==> config.mk <==
export PLATFORM = sky130hd
export DESIGN_NAME = seg_scan_capture
export DESIGN_NICKNAME = d
export VERILOG_FILES = /design/src/rtl/seg7_pkg.sv /design/src/rtl/seg7_decode.sv /design/src/rtl/seg_scan_capture.sv
export SDC_FILE = /design/constraint.sdc
export NUM_CORES = 1
export LEC_CHECK = 0
export CORE_MARGIN = 2
export CORE_UTILIZATION = 55
export DETAILED_ROUTE_END_ITERATION = 10
export HOLD_SLACK_MARGIN = 0.06
export PLACE_DENSITY = 0.79
export SYNTH_ARGS = -nofsm -noshare
export SYNTH_HDL_FRONTEND = slang
export SYNTH_SLANG_ARGS = --single-unit
export TNS_END_PERCENT = 20
==> constraint.sdc <==
create_clock -name clk_i -period 4.8 [get_ports clk_i]
set_clock_uncertainty 0.15 [all_clocks]
set_input_delay 0.96 -clock clk_i [delete_from_list [all_inputs] [get_ports clk_i]]
set_output_delay 0.96 -clock clk_i [all_outputs]
set_load 0.05 [all_outputs]
==> src/rtl/seg7_pkg.sv <==
// Shared definitions for the 7-segment scan capture block and its decoder.
// Latency: n/a (constants, types only).
// Backpressure: n/a.
package seg7_pkg;

   localparam int DIGITS = 8;

   // Active-high segment patterns g..a for hex values 0..F; the scanner encodes with the same table.
   localparam logic [6:0] SEG_TABLE [16] = '{
      7'h3F, 7'h06, 7'h5B, 7'h4F, 7'h66, 7'h6D, 7'h7D, 7'h07,
      7'h7F, 7'h6F, 7'h77, 7'h7C, 7'h39, 7'h5E, 7'h79, 7'h71
   };

   typedef enum logic [1:0] {
      SYNC,
      CAPTURE,
      PUBLISH
   } cap_state_t;

endpackage

==> src/rtl/seg7_decode.sv <==
// Maps a 7-bit segment pattern back to its hex nibble; flags patterns outside the table.
// Latency: combinational.
// Backpressure: none.
module seg7_decode
   import seg7_pkg::*;
(
   input  logic [6:0] pat,
   output logic       valid,
   output logic [3:0] nibble
);

   // search the segment table; unknown patterns give nibble 0 with valid low
   always_comb begin
      valid  = 1'b0;
      nibble = 4'h0;
      for (int v = 0; v < 16; v++) begin
         if (pat == SEG_TABLE[v]) begin
            valid  = 1'b1;
            nibble = 4'(v);
         end
      end
   end

endmodule

==> src/rtl/seg_scan_capture.sv <==
// Rebuilds 8 hex digits + decimal points from a scanned seg8/BT bus and publishes whole frames.
// Latency: a digit is sampled STABLE_CYCLES edges after it settles; frame_valid follows one edge later.
// Backpressure: frame held until frame_valid&&frame_ready; a frame completing while one is pending is dropped and flagged on overrun.
module seg_scan_capture
   import seg7_pkg::*;
#(
   parameter int STABLE_CYCLES = 4
)
(
   input  logic        clk_i,
   input  logic        rst,
   input  logic [7:0]  seg8,
   input  logic [7:0]  BT,
   input  logic        frame_ready,
   output logic        frame_valid,
   output logic [31:0] digits_o,
   output logic [7:0]  dp_o,
   output logic [7:0]  bad_o,
   output logic        bt_err,
   output logic        overrun
);

   localparam logic [7:0] CNT_SAT  = 8'(STABLE_CYCLES);
   localparam logic [7:0] CNT_FIRE = 8'(STABLE_CYCLES - 1);

   logic [7:0]        s_seg;
   logic [7:0]        s_bt;
   logic [7:0]        cnt;
   logic              latched;
   logic              same;
   logic              sample_ev;
   logic              bt_onehot;

   logic              dec_valid;
   logic [3:0]        dec_nib;

   cap_state_t        state;
   cap_state_t        state_n;
   logic [DIGITS-1:0] mask;
   logic [DIGITS-1:0] mask_n;
   logic              wr_en;
   logic              publish;

   logic [3:0]        slot_nib [DIGITS];
   logic [DIGITS-1:0] slot_dp;
   logic [DIGITS-1:0] slot_bad;

   // a digit counts as present only once the bus has matched its previous value long enough
   assign same      = ({seg8, BT} == {s_seg, s_bt});
   assign sample_ev = same && (cnt == CNT_FIRE) && !latched;
   assign bt_onehot = $onehot(s_bt);

   // input sample register and dwell-stability counter; latched limits to one sample per dwell
   always_ff @(posedge clk_i) begin
      if (!rst) begin
         s_seg   <= '0;
         s_bt    <= '0;
         cnt     <= '0;
         latched <= 1'b0;
      end else begin
         s_seg <= seg8;
         s_bt  <= BT;
         if (!same) begin
            cnt     <= '0;
            latched <= 1'b0;
         end else begin
            if (cnt != CNT_SAT) begin
               cnt <= cnt + 8'd1;
            end
            if (sample_ev) begin
               latched <= 1'b1;
            end
         end
      end
   end

   seg7_decode u_dec (
      .pat    (s_seg[6:0]),
      .valid  (dec_valid),
      .nibble (dec_nib)
   );

   // frame state and collected-digit mask
   always_ff @(posedge clk_i) begin
      if (!rst) begin
         state <= SYNC;
         mask  <= '0;
      end else begin
         state <= state_n;
         mask  <= mask_n;
      end
   end

   // next state: wait for digit 0 to align, collect all eight slots, then publish for one cycle
   always_comb begin
      state_n = state;
      mask_n  = mask;
      wr_en   = 1'b0;
      publish = 1'b0;
      case (state)
         SYNC: begin
            if (sample_ev && (s_bt == 8'h01)) begin
               wr_en   = 1'b1;
               mask_n  = 8'h01;
               state_n = CAPTURE;
            end
         end
         CAPTURE: begin
            if (sample_ev && bt_onehot) begin
               wr_en  = 1'b1;
               mask_n = mask | s_bt;
               if (mask_n == 8'hFF) begin
                  state_n = PUBLISH;
               end
            end
         end
         PUBLISH: begin
            publish = 1'b1;
            mask_n  = '0;
            state_n = SYNC;
         end
         default: begin
            state_n = SYNC;
            mask_n  = '0;
         end
      endcase
   end

   // slot storage: decoded nibble, bad flag and dp of the selected digit
   always_ff @(posedge clk_i) begin
      if (!rst) begin
         for (int i = 0; i < DIGITS; i++) begin
            slot_nib[i] <= 4'h0;
         end
         slot_dp  <= '0;
         slot_bad <= '0;
      end else if (wr_en) begin
         for (int i = 0; i < DIGITS; i++) begin
            if (s_bt[i]) begin
               slot_nib[i] <= dec_nib;
               slot_dp[i]  <= s_seg[7];
               slot_bad[i] <= !dec_valid;
            end
         end
      end
   end

   // frame outputs and handshake; a publish on the accepting edge keeps valid high with new data
   always_ff @(posedge clk_i) begin
      if (!rst) begin
         frame_valid <= 1'b0;
         digits_o    <= '0;
         dp_o        <= '0;
         bad_o       <= '0;
         overrun     <= 1'b0;
      end else if (publish) begin
         if (!frame_valid || frame_ready) begin
            frame_valid <= 1'b1;
            for (int i = 0; i < DIGITS; i++) begin
               digits_o[4*i +: 4] <= slot_nib[i];
            end
            dp_o  <= slot_dp;
            bad_o <= slot_bad;
         end else begin
            overrun <= 1'b1;
         end
      end else if (frame_valid && frame_ready) begin
         frame_valid <= 1'b0;
      end
   end

   // sticky flag for a settled, non-blank digit select that is not one-hot
   always_ff @(posedge clk_i) begin
      if (!rst) begin
         bt_err <= 1'b0;
      end else if (sample_ev && (s_bt != 8'h00) && !bt_onehot) begin
         bt_err <= 1'b1;
      end
   end

endmodule

==> run summary, run 1 <==
Share of cells above drive strength 1 -> 0.07445
Root buffer selected by CTS -> clkbuf_8
PwrDens -> 355.2 mW/mm²
Syn nets -> 647
CTS buffer count -> 17
Hold Crit Class -> register to register
VDD IR max -> 0.2456 mV
Most frequent cells after synthesis -> nand2_1, dfxtp_1, nor2_1, a21boi_0, edfxtp_1
Count leader, synth -> nand2_1
Avg Cell Area, Syn -> 9.373 µm²
Post-place instance area -> 0.006514 mm²
#FFs+latches synth -> 134
Yosys top cell area share -> 0.3531
Post-route cell area -> 0.007072 mm²
PortBufs -> 69
Area growth, synth to finish -> 22.28%
Total Nets Final -> 702
Primary FF master, synth -> dfxtp_1
Number of global-route vias before repair -> 4340
Initial antenna violation count -> 0
Post_cts resized -> 0
Die area -> 0.01135 mm²
Setup bufs post-CTS -> 0
Fin crit period -> 4.473 ns
CP max FO -> 14
First-pass GRT wire length -> 20730 µm
Setup CP Type -> register to register
Row Count -> 37
Slew Limit Fails -> 0
Slew @ Worst Pin -> 0.9138 ns
CTS Buffer Depth -> 2
Maxcap violations -> 0
CP Cell Sequence -> inv_1, fa_1, fa_1, fa_1, inv_1, ha_1, inv_1, fa_1, nor3b_1, a22o_1, a41o_2, and4b_4, nand2_2, nand2_1
Count of final setup violators -> 0
DRT Pass-1 Iters -> 5
Slew HR -> 0.3908
Status -> finished, final reports clean
Fmax -> 223.6 MHz
CTS Sinks -> 134
Final Hold Fails -> 0
CTS tree -> built
Yosys warnings -> 0
Top post-synthesis cells by area -> dfxtp_1, edfxtp_1, nand2_1
# diodes -> 0
Top-Level Pins -> 70
Synth Cell Area -> 0.005783 mm²
GRT Residual Overflow -> 0
# placed instances -> 789
Core area -> 0.01028 mm²
Avg Vias per Cell -> 5.467
Final period util -> 0.9319
Crit path top cell by count -> fa_1
Critical Path Start Type -> register
Post-synth EDFFs -> 32
DP HPWL -> 8534 µm
Largest net degree at the start of global routing -> 74
Post-synthesis sequential area ratio -> 0.5193
H-tree level count -> 4
Total track usage -> 0.2320
Leakage -> 2.563 nW
Setup Slack @ Placement -> 0.3782 ns
Worst-Skew Late Latency -> 0.52 ns
Post-synthesis cell count -> 617
Vias -> 4488
Critical path capture point type -> register
Final ANT Viol Nets -> 0
1st-iter DRT viols -> 282
RSZ-0062 raised after global routing -> no
Worst-path clk slew -> 0.06 ns
Setup TNS -> 0 ns
Die X -> 106.5 µm
CP max stage delay -> 0.58 ns
Placer Congestion -> 0.8819
DRC -> 0
Netlist cell types -> 56
Final non-filler cell total -> 821
Routed WL per cell -> 15.07 µm
Synth area leader -> dfxtp_1
Hold Buf Count CTS -> 0
Async S/R FF share, synth -> 0
Req. time, crit path -> 4.87 ns
Slowest cell on the critical path -> fa_1
Final WL -> 12370 µm
Die Height -> 106.5 µm
Arrival time of the worst setup path -> 4.54 ns
Effective utilization at floorplan -> 0.5627
Final WS setup -> 0.3267 ns
[worst paths after layout]
path | from | endpoint | slack, ns | depth (start not counted)
worst min-delay path | digits_o[14] | digits_o[14] | 0.31 | 2
worst min register to register | digits_o[14] | digits_o[14] | 0.31 | 2
worst max register to register | s_bt[0] | slot_nib[6][2] | 0.33 | 14
worst max-delay path | s_bt[0] | slot_nib[6][2] | 0.33 | 14
[flip-flops by register name, summed over array words and instances (netlist names)]
signal and count:
bt_err 1, bad_o 8, cnt 8, overrun 1, slot_nib 32, latched 1, dp_o 8, digits_o 32
s_seg 8, frame_valid 1, slot_bad 8, mask 8, state 2, slot_dp 8, s_bt 8
[cells by family after synthesis]
| logic type | after synthesis | share of synthesized area |
|---|---|---|
| compound gates | 103 | 0.1233 |
| xor+xnor | 23 | 0.03483 |
| fa+ha+maj | 12 | 0.03072 |
| buf+inv | 59 | 0.04284 |
| flops | 134 | 0.5193 |
| mux | 8 | 0.01385 |
| simple gates | 278 | 0.2352 |
[where the power goes]
part / switching, mW / total (mW) / internal [mW]
logic: 0.0615 / 0.118 / 0.0566
registers: 0.0246 / 1.20 / 1.17
clock network: 0.470 / 1.20 / 0.727
total: 0.556 / 2.51 / 1.96
[metrics by stage]
stage	hold slack (ns)	power [mW]	utilization
after floorplan	0.2770	1.299	-
after global placement	0.2950	1.335	0.6338
after detailed placement	0.2956	1.338	0.6338
after CTS	0.3069	2.527	0.6881
after global routing	0.3246	2.599	0.6881
final	0.3067	2.512	0.6881
[final cells by class]
type	instances	area (µm²)
inverters	20	75.07
well taps	136	170.2
clock buffers	20	456.7
clock inverters	12	101.3
flip-flops and latches	134	3003
fillers	852	3206
repair buffers	75	730.7
multi-input cells	424	2535
[critical path: cells and delay by family (launching register included)]
| kind | cells | cell delay, ns |
|---|---|---|
| and+or+nand+nor | 4 | 0.88 |
| buffers and inverters | 3 | 0.29 |
| AOI/OAI and AO/OA | 2 | 0.37 |
| adders and majority gates | 5 | 1.99 |
| DFF | 1 | 0.49 |
[layer usage]
metal / vias to the layer above / routed length (µm) / global-route usage
met5: - / 0 / 0
met4: 0 / 227 / 0.08720
met3: 18 / 567 / 0.04292
met2: 133 / 6108 / 0.3919
met1: 2129 / 5467 / 0.2966
li1: 2208 / - / -
[layout by cell type (no fill, tap or decap), types with 2 or more instances in the layout]
master / count
nand3_1: 16
clkdlybuf4s50_1: 68
edfxtp_1: 32
and3b_1: 2
xor2_1: 6
dfxtp_1: 102
o21ai_1: 8
clkbuf_8: 2
nand2b_1: 9
clkinvlp_4: 4
nand2_2: 6
nor2_1: 40
nor3_1: 4
nand4_1: 17
inv_1: 19
a31oi_1: 5
or3_1: 2
a21oi_1: 11
o21a_1: 5
and4_1: 6
a21boi_0: 32
mux2i_1: 8
a21boi_1: 19
o22ai_1: 4
and2_1: 25
buf_4: 6
xnor2_1: 17
nor3b_1: 2
clkinv_2: 4
nand2_1: 127
o21ai_0: 7
and3_1: 8
nor2b_1: 5
clkbuf_16: 17
fa_1: 4
ha_1: 7
No activity file was read; power rests on OpenSTA's default activity.
==> run 2: changes to the inputs <==
HOLD_SLACK_MARGIN = 0.02   (was 0.06)
==> results of run 2 <==
No change in the layout: final DEF, timing and power equal those of run 1.
